$ cat src/rtl/gpa_fhdo_spi_rx_if.sv
// -----------------------------------------------------------------------------
// gpa_fhdo_spi_rx_if
// SPI bus bundle between an initiator (e.g. gpa_fhdo_iface or a bench) and the
// gpa_fhdo_spi_rx target.
//   spi_clk_i : SPI clock, driven by the initiator
//   ss_i      : select / SYNC, active low, driven by the initiator
//   sdi_i     : MOSI, driven by the initiator
//   sdo_o     : MISO readback, driven by the target
// -----------------------------------------------------------------------------
`timescale 1ns/1ps
interface gpa_fhdo_spi_rx_if;
   logic spi_clk_i;
   logic ss_i;
   logic sdi_i;
   logic sdo_o;

   modport master (output spi_clk_i, output ss_i, output sdi_i, input sdo_o);
   modport slave  (input spi_clk_i, input ss_i, input sdi_i, output sdo_o);
endinterface

$ cat src/rtl/gpa_fhdo_spi_rx.sv
// -----------------------------------------------------------------------------
// gpa_fhdo_spi_rx
// Oversampling SPI target that receives 24-bit DAC80504-style frames, keeps
// four DAC shadow registers and serves register readback on SDO.
//
// Ports:
//   clk           fabric clock
//   rst_n         asynchronous active-low reset
//   spi           SPI bus (slave modport): spi_clk_i, ss_i, sdi_i in, sdo_o out
//   word_o        last correctly-sized frame
//   word_valid_o  one-clk pulse, word_o updated
//   frame_err_o   one-clk pulse, frame length != FRAME_BITS
//   dac0_o..3_o   DAC channel shadow registers
//   dac_update_o  one-clk pulse per channel written
//   frame_cnt_o   count of valid frames (wraps)
// -----------------------------------------------------------------------------
`timescale 1ns/1ps
module gpa_fhdo_spi_rx #(
   parameter int SYNC_STAGES = 2,
   parameter int FRAME_BITS  = 24
) (
   input  logic                clk,
   input  logic                rst_n,
   gpa_fhdo_spi_rx_if.slave    spi,
   output logic [23:0]         word_o,
   output logic                word_valid_o,
   output logic                frame_err_o,
   output logic [15:0]         dac0_o,
   output logic [15:0]         dac1_o,
   output logic [15:0]         dac2_o,
   output logic [15:0]         dac3_o,
   output logic [3:0]          dac_update_o,
   output logic [15:0]         frame_cnt_o
);

   localparam logic [1:0] S_WAIT_IDLE = 2'd0;
   localparam logic [1:0] S_IDLE      = 2'd1;
   localparam logic [1:0] S_SHIFT     = 2'd2;
   localparam logic [1:0] S_DONE      = 2'd3;

   localparam logic [4:0] LP_FRAME = 5'(FRAME_BITS);
   localparam logic [7:0] LP_FLUSH = 8'(SYNC_STAGES + 1);

   // ---- input synchronisers ----
   logic [SYNC_STAGES-1:0] r_clk_sync;
   logic [SYNC_STAGES-1:0] r_ss_sync;
   logic [SYNC_STAGES-1:0] r_sdi_sync;
   logic                   r_clk_d;
   logic                   r_ss_d;

   always_ff @(posedge clk or negedge rst_n) begin
      if (!rst_n) begin
         r_clk_sync <= '0;
         r_ss_sync  <= '1;
         r_sdi_sync <= '0;
         r_clk_d    <= 1'b0;
         r_ss_d     <= 1'b1;
      end else begin
         r_clk_sync <= {r_clk_sync[SYNC_STAGES-2:0], spi.spi_clk_i};
         r_ss_sync  <= {r_ss_sync[SYNC_STAGES-2:0],  spi.ss_i};
         r_sdi_sync <= {r_sdi_sync[SYNC_STAGES-2:0], spi.sdi_i};
         r_clk_d    <= r_clk_sync[SYNC_STAGES-1];
         r_ss_d     <= r_ss_sync[SYNC_STAGES-1];
      end
   end

   logic w_clk_s, w_ss_s, w_sdi_s;
   logic w_clk_rise, w_clk_fall, w_ss_rise, w_ss_fall;

   assign w_clk_s    = r_clk_sync[SYNC_STAGES-1];
   assign w_ss_s     = r_ss_sync[SYNC_STAGES-1];
   // sdi is taken at the same depth as spi_clk so both see identical delay
   assign w_sdi_s    = r_sdi_sync[SYNC_STAGES-1];
   assign w_clk_rise =  w_clk_s & ~r_clk_d;
   assign w_clk_fall = ~w_clk_s &  r_clk_d;
   assign w_ss_rise  =  w_ss_s  & ~r_ss_d;
   assign w_ss_fall  = ~w_ss_s  &  r_ss_d;

   // ---- frame FSM, decode and register file ----
   logic [1:0]  r_state;
   logic [7:0]  r_flush_cnt;
   logic [4:0]  r_bit_cnt;
   logic [23:0] r_shift;
   logic [23:0] r_tx_word;
   logic        r_rd_pend;
   logic        r_sdo;
   logic [23:0] r_word;
   logic        r_word_valid;
   logic        r_frame_err;
   logic [15:0] r_dac [4];
   logic [3:0]  r_dac_upd;
   logic [15:0] r_frame_cnt;

   logic [7:0]  w_cmd;
   logic [1:0]  w_addr;
   logic        w_is_dac;
   logic        w_flushed;

   assign w_cmd     = r_shift[23:16];
   assign w_addr    = r_shift[17:16];
   // address nibble 0x8..0xB selects DAC channel 0..3
   assign w_is_dac  = (r_shift[19:18] == 2'b10);
   // the synchroniser resets to "ss high", so its output only reflects the pin
   // once it has been refilled; otherwise a frame already in progress at reset
   // release would look like a fresh select and be partially captured
   assign w_flushed = (r_flush_cnt == LP_FLUSH);

   always_ff @(posedge clk or negedge rst_n) begin
      if (!rst_n) begin
         r_state      <= S_WAIT_IDLE;
         r_flush_cnt  <= '0;
         r_bit_cnt    <= '0;
         r_shift      <= '0;
         r_tx_word    <= '0;
         r_rd_pend    <= 1'b0;
         r_sdo        <= 1'b0;
         r_word       <= '0;
         r_word_valid <= 1'b0;
         r_frame_err  <= 1'b0;
         for (int i = 0; i < 4; i++) r_dac[i] <= '0;
         r_dac_upd    <= '0;
         r_frame_cnt  <= '0;
      end else begin
         r_word_valid <= 1'b0;
         r_frame_err  <= 1'b0;
         r_dac_upd    <= '0;

         case (r_state)
            S_WAIT_IDLE: begin
               if (!w_flushed) r_flush_cnt <= r_flush_cnt + 8'd1;
               else if (w_ss_s) r_state <= S_IDLE;
            end

            S_IDLE: begin
               if (w_ss_fall) begin
                  r_state   <= S_SHIFT;
                  r_bit_cnt <= '0;
                  r_shift   <= '0;
                  r_sdo     <= r_rd_pend ? r_tx_word[23] : 1'b0;
               end
            end

            S_SHIFT: begin
               // a select release outranks a clock edge seen in the same cycle
               if (w_ss_rise) begin
                  r_state <= S_DONE;
               end else if (w_clk_fall) begin
                  r_shift <= {r_shift[22:0], w_sdi_s};
                  if (r_bit_cnt != 5'd31) r_bit_cnt <= r_bit_cnt + 5'd1;
               end else if (w_clk_rise) begin
                  // bit_cnt bits already taken, so the next readback bit is 23-bit_cnt
                  if (r_rd_pend && (r_bit_cnt < 5'd24))
                     r_sdo <= r_tx_word[5'd23 - r_bit_cnt];
                  else
                     r_sdo <= 1'b0;
               end
            end

            S_DONE: begin
               r_state <= S_IDLE;
               r_sdo   <= 1'b0;
               if (r_bit_cnt == LP_FRAME) begin
                  r_word       <= r_shift;
                  r_word_valid <= 1'b1;
                  r_frame_cnt  <= r_frame_cnt + 16'd1;
                  if (w_cmd[7]) begin
                     r_rd_pend <= 1'b1;
                     r_tx_word <= {w_cmd, (w_is_dac ? r_dac[w_addr] : 16'h0000)};
                  end else if (w_is_dac) begin
                     r_dac[w_addr] <= r_shift[15:0];
                     r_dac_upd     <= 4'b0001 << w_addr;
                     r_rd_pend     <= 1'b0;
                  end
               end else begin
                  r_frame_err <= 1'b1;
                  r_rd_pend   <= 1'b0;
               end
            end

            default: r_state <= S_WAIT_IDLE;
         endcase
      end
   end

   assign spi.sdo_o    = r_sdo;
   assign word_o       = r_word;
   assign word_valid_o = r_word_valid;
   assign frame_err_o  = r_frame_err;
   assign dac0_o       = r_dac[0];
   assign dac1_o       = r_dac[1];
   assign dac2_o       = r_dac[2];
   assign dac3_o       = r_dac[3];
   assign dac_update_o = r_dac_upd;
   assign frame_cnt_o  = r_frame_cnt;

endmodule

$ cat src/flat_wrapper.sv
// flat-port wrapper written by rule: the top's interface ports become plain ports
module gpa_fhdo_spi_rx_flat 
#(
   parameter int SYNC_STAGES = 2,
   parameter int FRAME_BITS  = 24
)
  (clk, rst_n, word_o, word_valid_o, frame_err_o, dac0_o, dac1_o, dac2_o, dac3_o, dac_update_o, frame_cnt_o, spi_spi_clk_i, spi_ss_i, spi_sdi_i, spi_sdo_o);
  gpa_fhdo_spi_rx_if spi_i ();
  input  logic clk;
  input  logic rst_n;
  output logic [23:0] word_o;
  output logic word_valid_o;
  output logic frame_err_o;
  output logic [15:0] dac0_o;
  output logic [15:0] dac1_o;
  output logic [15:0] dac2_o;
  output logic [15:0] dac3_o;
  output logic [3:0] dac_update_o;
  output logic [15:0] frame_cnt_o;
  input wire logic [$bits(spi_i.spi_clk_i)-1:0] spi_spi_clk_i;
  input wire logic [$bits(spi_i.ss_i)-1:0] spi_ss_i;
  input wire logic [$bits(spi_i.sdi_i)-1:0] spi_sdi_i;
  output wire logic [$bits(spi_i.sdo_o)-1:0] spi_sdo_o;
  assign spi_i.spi_clk_i = spi_spi_clk_i;
  assign spi_i.ss_i = spi_ss_i;
  assign spi_i.sdi_i = spi_sdi_i;
  assign spi_sdo_o = spi_i.sdo_o;
  gpa_fhdo_spi_rx #(.SYNC_STAGES(SYNC_STAGES), .FRAME_BITS(FRAME_BITS)) u_core (.clk(clk), .rst_n(rst_n), .spi(spi_i), .word_o(word_o), .word_valid_o(word_valid_o), .frame_err_o(frame_err_o), .dac0_o(dac0_o), .dac1_o(dac1_o), .dac2_o(dac2_o), .dac3_o(dac3_o), .dac_update_o(dac_update_o), .frame_cnt_o(frame_cnt_o));
endmodule
$ cat config.mk
export PLATFORM = sky130hd
export DESIGN_NAME = gpa_fhdo_spi_rx_flat
export DESIGN_NICKNAME = d
export VERILOG_FILES = /design/src/rtl/gpa_fhdo_spi_rx_if.sv /design/src/rtl/gpa_fhdo_spi_rx.sv /design/src/flat_wrapper.sv
export SDC_FILE = /design/constraint.sdc
export NUM_CORES = 1
export LEC_CHECK = 0
export CAP_MARGIN = 15
export CORE_MARGIN = 2
export CORE_UTILIZATION = 60
export CTS_BUF_LIST = sky130_fd_sc_hd__clkbuf_8
export DETAILED_ROUTE_END_ITERATION = 12
export PLACE_DENSITY = 0.91
export SLEW_MARGIN = 30
export SYNTH_ARGS = -nofsm -noshare
export SYNTH_HDL_FRONTEND = slang
export SYNTH_SLANG_ARGS = --single-unit
$ cat constraint.sdc
create_clock -name clk -period 3.55 [get_ports clk]
set_input_delay 0.71 -clock clk [delete_from_list [all_inputs] [get_ports clk]]
set_output_delay 0.71 -clock clk [all_outputs]
set_load 0.01 [all_outputs]
**Yosys cells after proc, flatten, opt, wreduce, memory -nomap -nowiden**

Cells that the tools add are included.

- Register bits after elaboration: 183
- Input port bits: 5
- Output and inout port bits: 111
- Word-level logic and storage cells: 113

- $add $sub $neg: 4
- Order comparisons: 4
- Eq/ne operators: 17
- Shift operators: 1
- Mux-type cells: 41
- Bitwise logic cells: 11
- Reductions and logical operators: 14

Operator list:

| kind | count |
|---|---|
| 24-bit two-way mux | 3 |
| 64-bit bitwise mux | 1 |
| 16-bit two-way mux | 4 |
| 24-bit one-hot mux with 2 select lines | 1 |
| 16-bit binary-select mux with 2-bit select | 1 |
| 16-bit demux with 2-bit select | 1 |
| 5-bit two-way mux | 4 |
| 16-bit by 1-bit adder with 16-bit output (second input constant) | 1 |
| 4-bit two-way mux | 4 |
| 1-bit two-way mux | 14 |
| 2-bit by 1-bit != test with 1-bit output (second input constant) | 7 |
| 4-bit AND reduction | 3 |
| 5-bit one-hot mux with 2 select lines | 1 |
| 5-bit AND reduction | 2 |
| 8-bit by 1-bit adder with 8-bit output (second input constant) | 1 |
| 8-bit by 2-bit equality test with 1-bit output (second input constant) | 1 |
| 2-bit two-way mux | 4 |
| 2-bit one-hot mux with 4 select lines | 1 |
| 2-bit equality test (second input constant) | 3 |
| 5-bit by 6-bit less-than comparator with 1-bit output (second input constant) | 1 |
| 1-bit NOT | 6 |
| 2-bit AND reduction | 3 |
| 5-bit by 1-bit adder with 5-bit output (second input constant) | 1 |
| 1-bit binary-select mux with 5-bit select | 1 |
| 18 further kinds | 23 |

**Logic depth before layout (Yosys ltp)**

- Depth in word-level cells: 8
- Mapped depth: 10
- Mapped depth without buffers: 7

**Least setup slack after synthesis**

Ideal clock, no wire load.

- Path type: reg2reg
- Start point: register u_core.r_bit_cnt[0]
- End point: register u_core.r_dac (netlist bit u_core.dac0_o[10])
- Library setup time: 125 ps
- Data arrival time: 2036 ps
- Required time: 3425 ps
- Slack: 1389 ps
- Stages on the path, launching flop included: 11
- Buffers on the path: 3
- Clock period less this slack: 2161 ps
- Cells stage by stage: dfrtp_1 -> buf_6 -> inv_1 -> ha_1 -> nand2_1 -> nor2_1 -> and2_1 -> buf_4 -> nor3b_4 -> buf_8 -> mux2_4

- Longest elaborated chain between the ends: 2

RTL lines:

| what | line | RTL |
|---|---|---|
| start: declaration | gpa_fhdo_spi_rx.sv:82 | `logic [4:0] r_bit_cnt;` |
| start signal: assignment | gpa_fhdo_spi_rx.sv:149 | `if (r_bit_cnt != 5'd31) r_bit_cnt <= r_bit_cnt + 5'd1;` |
| 5-bit equality test | gpa_fhdo_spi_rx.sv:162 | `if (r_bit_cnt == LP_FRAME) begin` |
| 4-bit AND reduction (no line) | n/a |  |
| end signal: indexed assignment | gpa_fhdo_spi_rx.sv:170 | `r_dac[w_addr] <= r_shift[15:0];` |
| end: declaration | gpa_fhdo_spi_rx.sv:90 | `logic [15:0] r_dac [4];` |

Every way passes these cells.
A chain may end at the register's enable or synchronous reset.

**Final worst setup path**

- Start point: register u_core.r_bit_cnt[0]
- End point: register u_core.r_dac (netlist bit u_core.dac0_o[4])

Same word-level chain as after synthesis.

==> impl_metrics.yaml <==
status:
  status: "finished clean"
synthesis:
  syn_avg_cell_area_um2: 13.9
  synth_ff_type: "dfrtp_1"
  async_flop_share_pct: 100
  ys_types: 52
  seq_area_frac_synth_pct: 58.8
  synth_top_family_by_area: "multiplexers"
  synthMuxAreaShare_pct: 20.9
  synth-simple-area-share_pct: 8.28
  synth_fa_ha_area_share_pct: 1.77
  synthCells: 560
  yosys_warnings: 0
  ys_ff_latch: 183
  synth_xor_area_share_pct: 2.58
  synth_edf_count: 0
  synth_compound_area_share_pct: 5.26
  syn_area_um2: 7800
  syn-num-nets: 576
critical_path:
  path_class: "register to register"
  startpoint_type: "register"
  cp_cell_sequence: "inv_1 > ha_1 > nand2_1 > nor2_1 > and2_1 > nor3b_4 > buf_4 > mux2_2"
  required_ps: 3900
  endpoint_kind: "register"
  crit_family: "simple AND/OR/NAND/NOR gates"
  worst_ep_arrival_time_ps: 2920
  worstPathMaxFanout: 17
  crit_slowest_cell: "dfrtp_1"
  cpPeakStageDelay_ps: 570
  cp_num_buf_inv: 2
global_route:
  grt_pass1_wl_um: 28400
  grt_start_max_net_pins: 71
  grt_pass1_vias: 5375
  grt_use_total_pct: 26.4
  grt_overflow_total: 0
  grt_antenna_before_repair: 0
final_layout:
  mostFrequentLayoutCells: "dfrtp_1, clkdlybuf4s50_1, mux2_2"
  drive_gt1_share_pct: 24.2
  syn_to_final_growth_pct: 21.6
  fill_cells: 765
  final_nets: 692
  post-route-cell-area_um2: 9480
  n_antenna_cell: 0
  final_common_cell: "dfrtp_1"
floorplan:
  die_width_um: 118
  num_io_pins: 116
  die_h_um: 118
  die_area_um2: 13900
  start_util_pct: 61.5
  core_area_um2: 12700
  rows: 41
power_and_ir_drop:
  p_comb_share_pct: 13.4
  internal-power_mw: 2.86
  peakVddDrop_uv: 414
  switching_power_mw: 1.22
  swShare_pct: 29.9
  leakage_nw: 4.39
  seqPwrFrac_pct: 53.1
  pwr_density_cell_nw_per_um2: 431
  clock_power_share_pct: 33.5
min_path:
  hold_path.class: "primary input to async pin"
sta:
  hold_violations: 0
  setup_viol: 0
  max_slew_margin_pct: 39.7
  period_minus_slack_ps: 2570
  fmax_mhz: 389
  tightest_slew_ps: 904
  slew_violations: 0
  skew_ps: 16.7
  rsz0062_at_grt: "no"
  fin_tns_setup_ps: 0
  min_period_over_period_pct: 72.4
route:
  vias: 5207
  ant_nets: 0
  drc: 0
  drtIter0Drc: 461
  routed_wl_um: 17800
  avgRoutedWirePerCell_um: 20.7
  drt-vias-per-instance: 6.05
  drt-pass1-iter-count: 7
placement:
  port_buffers: 115
  place.gp.congestion: 0.874
  hpwl_um: 11700
  placed_area_um2: 9090
cts:
  cts_buffers: 17
  cts_resized: 0
  cts_buffer_depth: 2
  cts_num_sinks: 183
  htreeDepth: 4
  clk-insertion-delay-late_ps: 460
  postCtsSetupRepairBufs: 0
  cts_tree: "built"
  holdBufCountCts: 0
  root_buffer: "clkbuf_8"
  cts.clk_slew.worst_paths_ps: 90
flow_run:
  maxCapViolCount: 0
## per-stage QoR
stage	hold WS, ps	std cells	utilization (%)	power [mW]	worst slack (ps)
after floorplan	331	560	-	2.54	1390
after CTS	229	861	74.8	4.09	1020
after global routing	240	861	74.8	4.24	736
after detailed placement	348	829	71.8	2.74	994
after global placement	338	829	71.8	2.71	1120
final	221	861	74.8	4.09	980
## worst paths after layout
check / start / slack, ps / depth (start not counted) / to
setup / recovery: u_core.r_bit_cnt[0] / 980 / 8 / u_core.dac0_o[4]
hold / removal: rst_n / 220 / 1 / u_core.word_o[4]
setup reg to reg: u_core.r_bit_cnt[0] / 980 / 8 / u_core.dac0_o[4]
hold reg to reg: u_core.r_ss_sync[0] / 360 / 0 / u_core.r_ss_sync[1]
max in group asynchronous: rst_n / 2470 / 2 / u_core.r_ss_sync[1]
min in group clk: u_core.r_ss_sync[0] / 360 / 0 / u_core.r_ss_sync[1]
## cells by family after synthesis
family          count (synthesis)
fa+ha+maj                      11
mux                           122
compound gates                 59
buf+inv                        38
xor+xnor                       23
flops                         183
simple gates                  124
## layout make-up
type	count	area [µm²]	area share, %
Clock inverter	13	120	1.27
Inverter	11	41.3	0.435
Tap cell	172	215	2.27
Sequential cell	183	4580	48.3
Multi-Input combinational cell	339	3030	31.9
Clock buffer	19	262	2.76
Timing Repair Buffer	124	1230	13.0
## registers in the layout, summed over array words and instances, names as in the netlist
| signal | cells |
|---|---|
| u_core.r_sdi_sync | 2 |
| u_core.r_clk_sync | 2 |
| u_core.r_flush_cnt | 8 |
| u_core.frame_cnt_o | 16 |
| u_core.dac3_o | 16 |
| u_core.dac2_o | 16 |
| u_core.dac0_o | 16 |
| u_core.word_valid_o | 1 |
| u_core.r_shift | 24 |
| u_core.r_clk_d | 1 |
| u_core.r_bit_cnt | 5 |
| u_core.r_ss_sync | 2 |
| u_core.frame_err_o | 1 |
| u_core.r_ss_d | 1 |
| u_core.r_rd_pend | 1 |
| u_core.dac1_o | 16 |
| u_core.dac_update_o | 4 |
| u_core.r_state | 2 |
| u_core.r_tx_word | 24 |
| u_core.spi.sdo_o | 1 |
| u_core.word_o | 24 |
## cells in the mapped netlist, types with 3 or more instances
cell type	instances	area, µm²
dfrtp_1	180	4500
inv_1	11	41.3
and4_1	3	26.3
and3_1	3	18.8
buf_2	14	70.1
mux2_4	9	135
clkbuf_1	8	30.0
a21oi_1	20	100
or4_1	3	22.5
xnor2_1	14	123
mux2i_1	4	40.0
nor2_1	16	60.1
dfstp_2	3	78.8
nand3_1	10	50.1
a22o_1	22	193
nor2b_1	4	25.0
nand2b_1	3	18.8
ha_1	11	138
xor2_1	9	78.8
mux2_2	87	980
nand4_1	9	56.3
nand2_1	53	199
o21ai_0	8	40.0
mux4_2	20	450
## routing by layer
metal	part of all wire, %	track usage (%)
met3	6.5	6.64
met5	0	0
met1	41	34.4
met4	2.3	9.79
met2	50	43.3
## worst reg2reg max path, stage by stage, from the launching register on
cell and delay, ps:
dfrtp_1 570, inv_1 160, ha_1 170, nand2_1 60
nor2_1 200, and2_1 330, nor3b_4 230, buf_4 360
mux2_2 400
## power by group through the flow
stage | sequential (mW) | clock, mW | combinational [mW]
floorplan | 2.19 | 0 | 0.350
global placement | 2.21 | 0 | 0.506
detailed placement | 2.21 | 0 | 0.535
CTS | 2.17 | 1.39 | 0.537
global route | 2.18 | 1.46 | 0.600
finish | 2.17 | 1.37 | 0.549
Note: power is estimated with default switching activity, not from simulation.
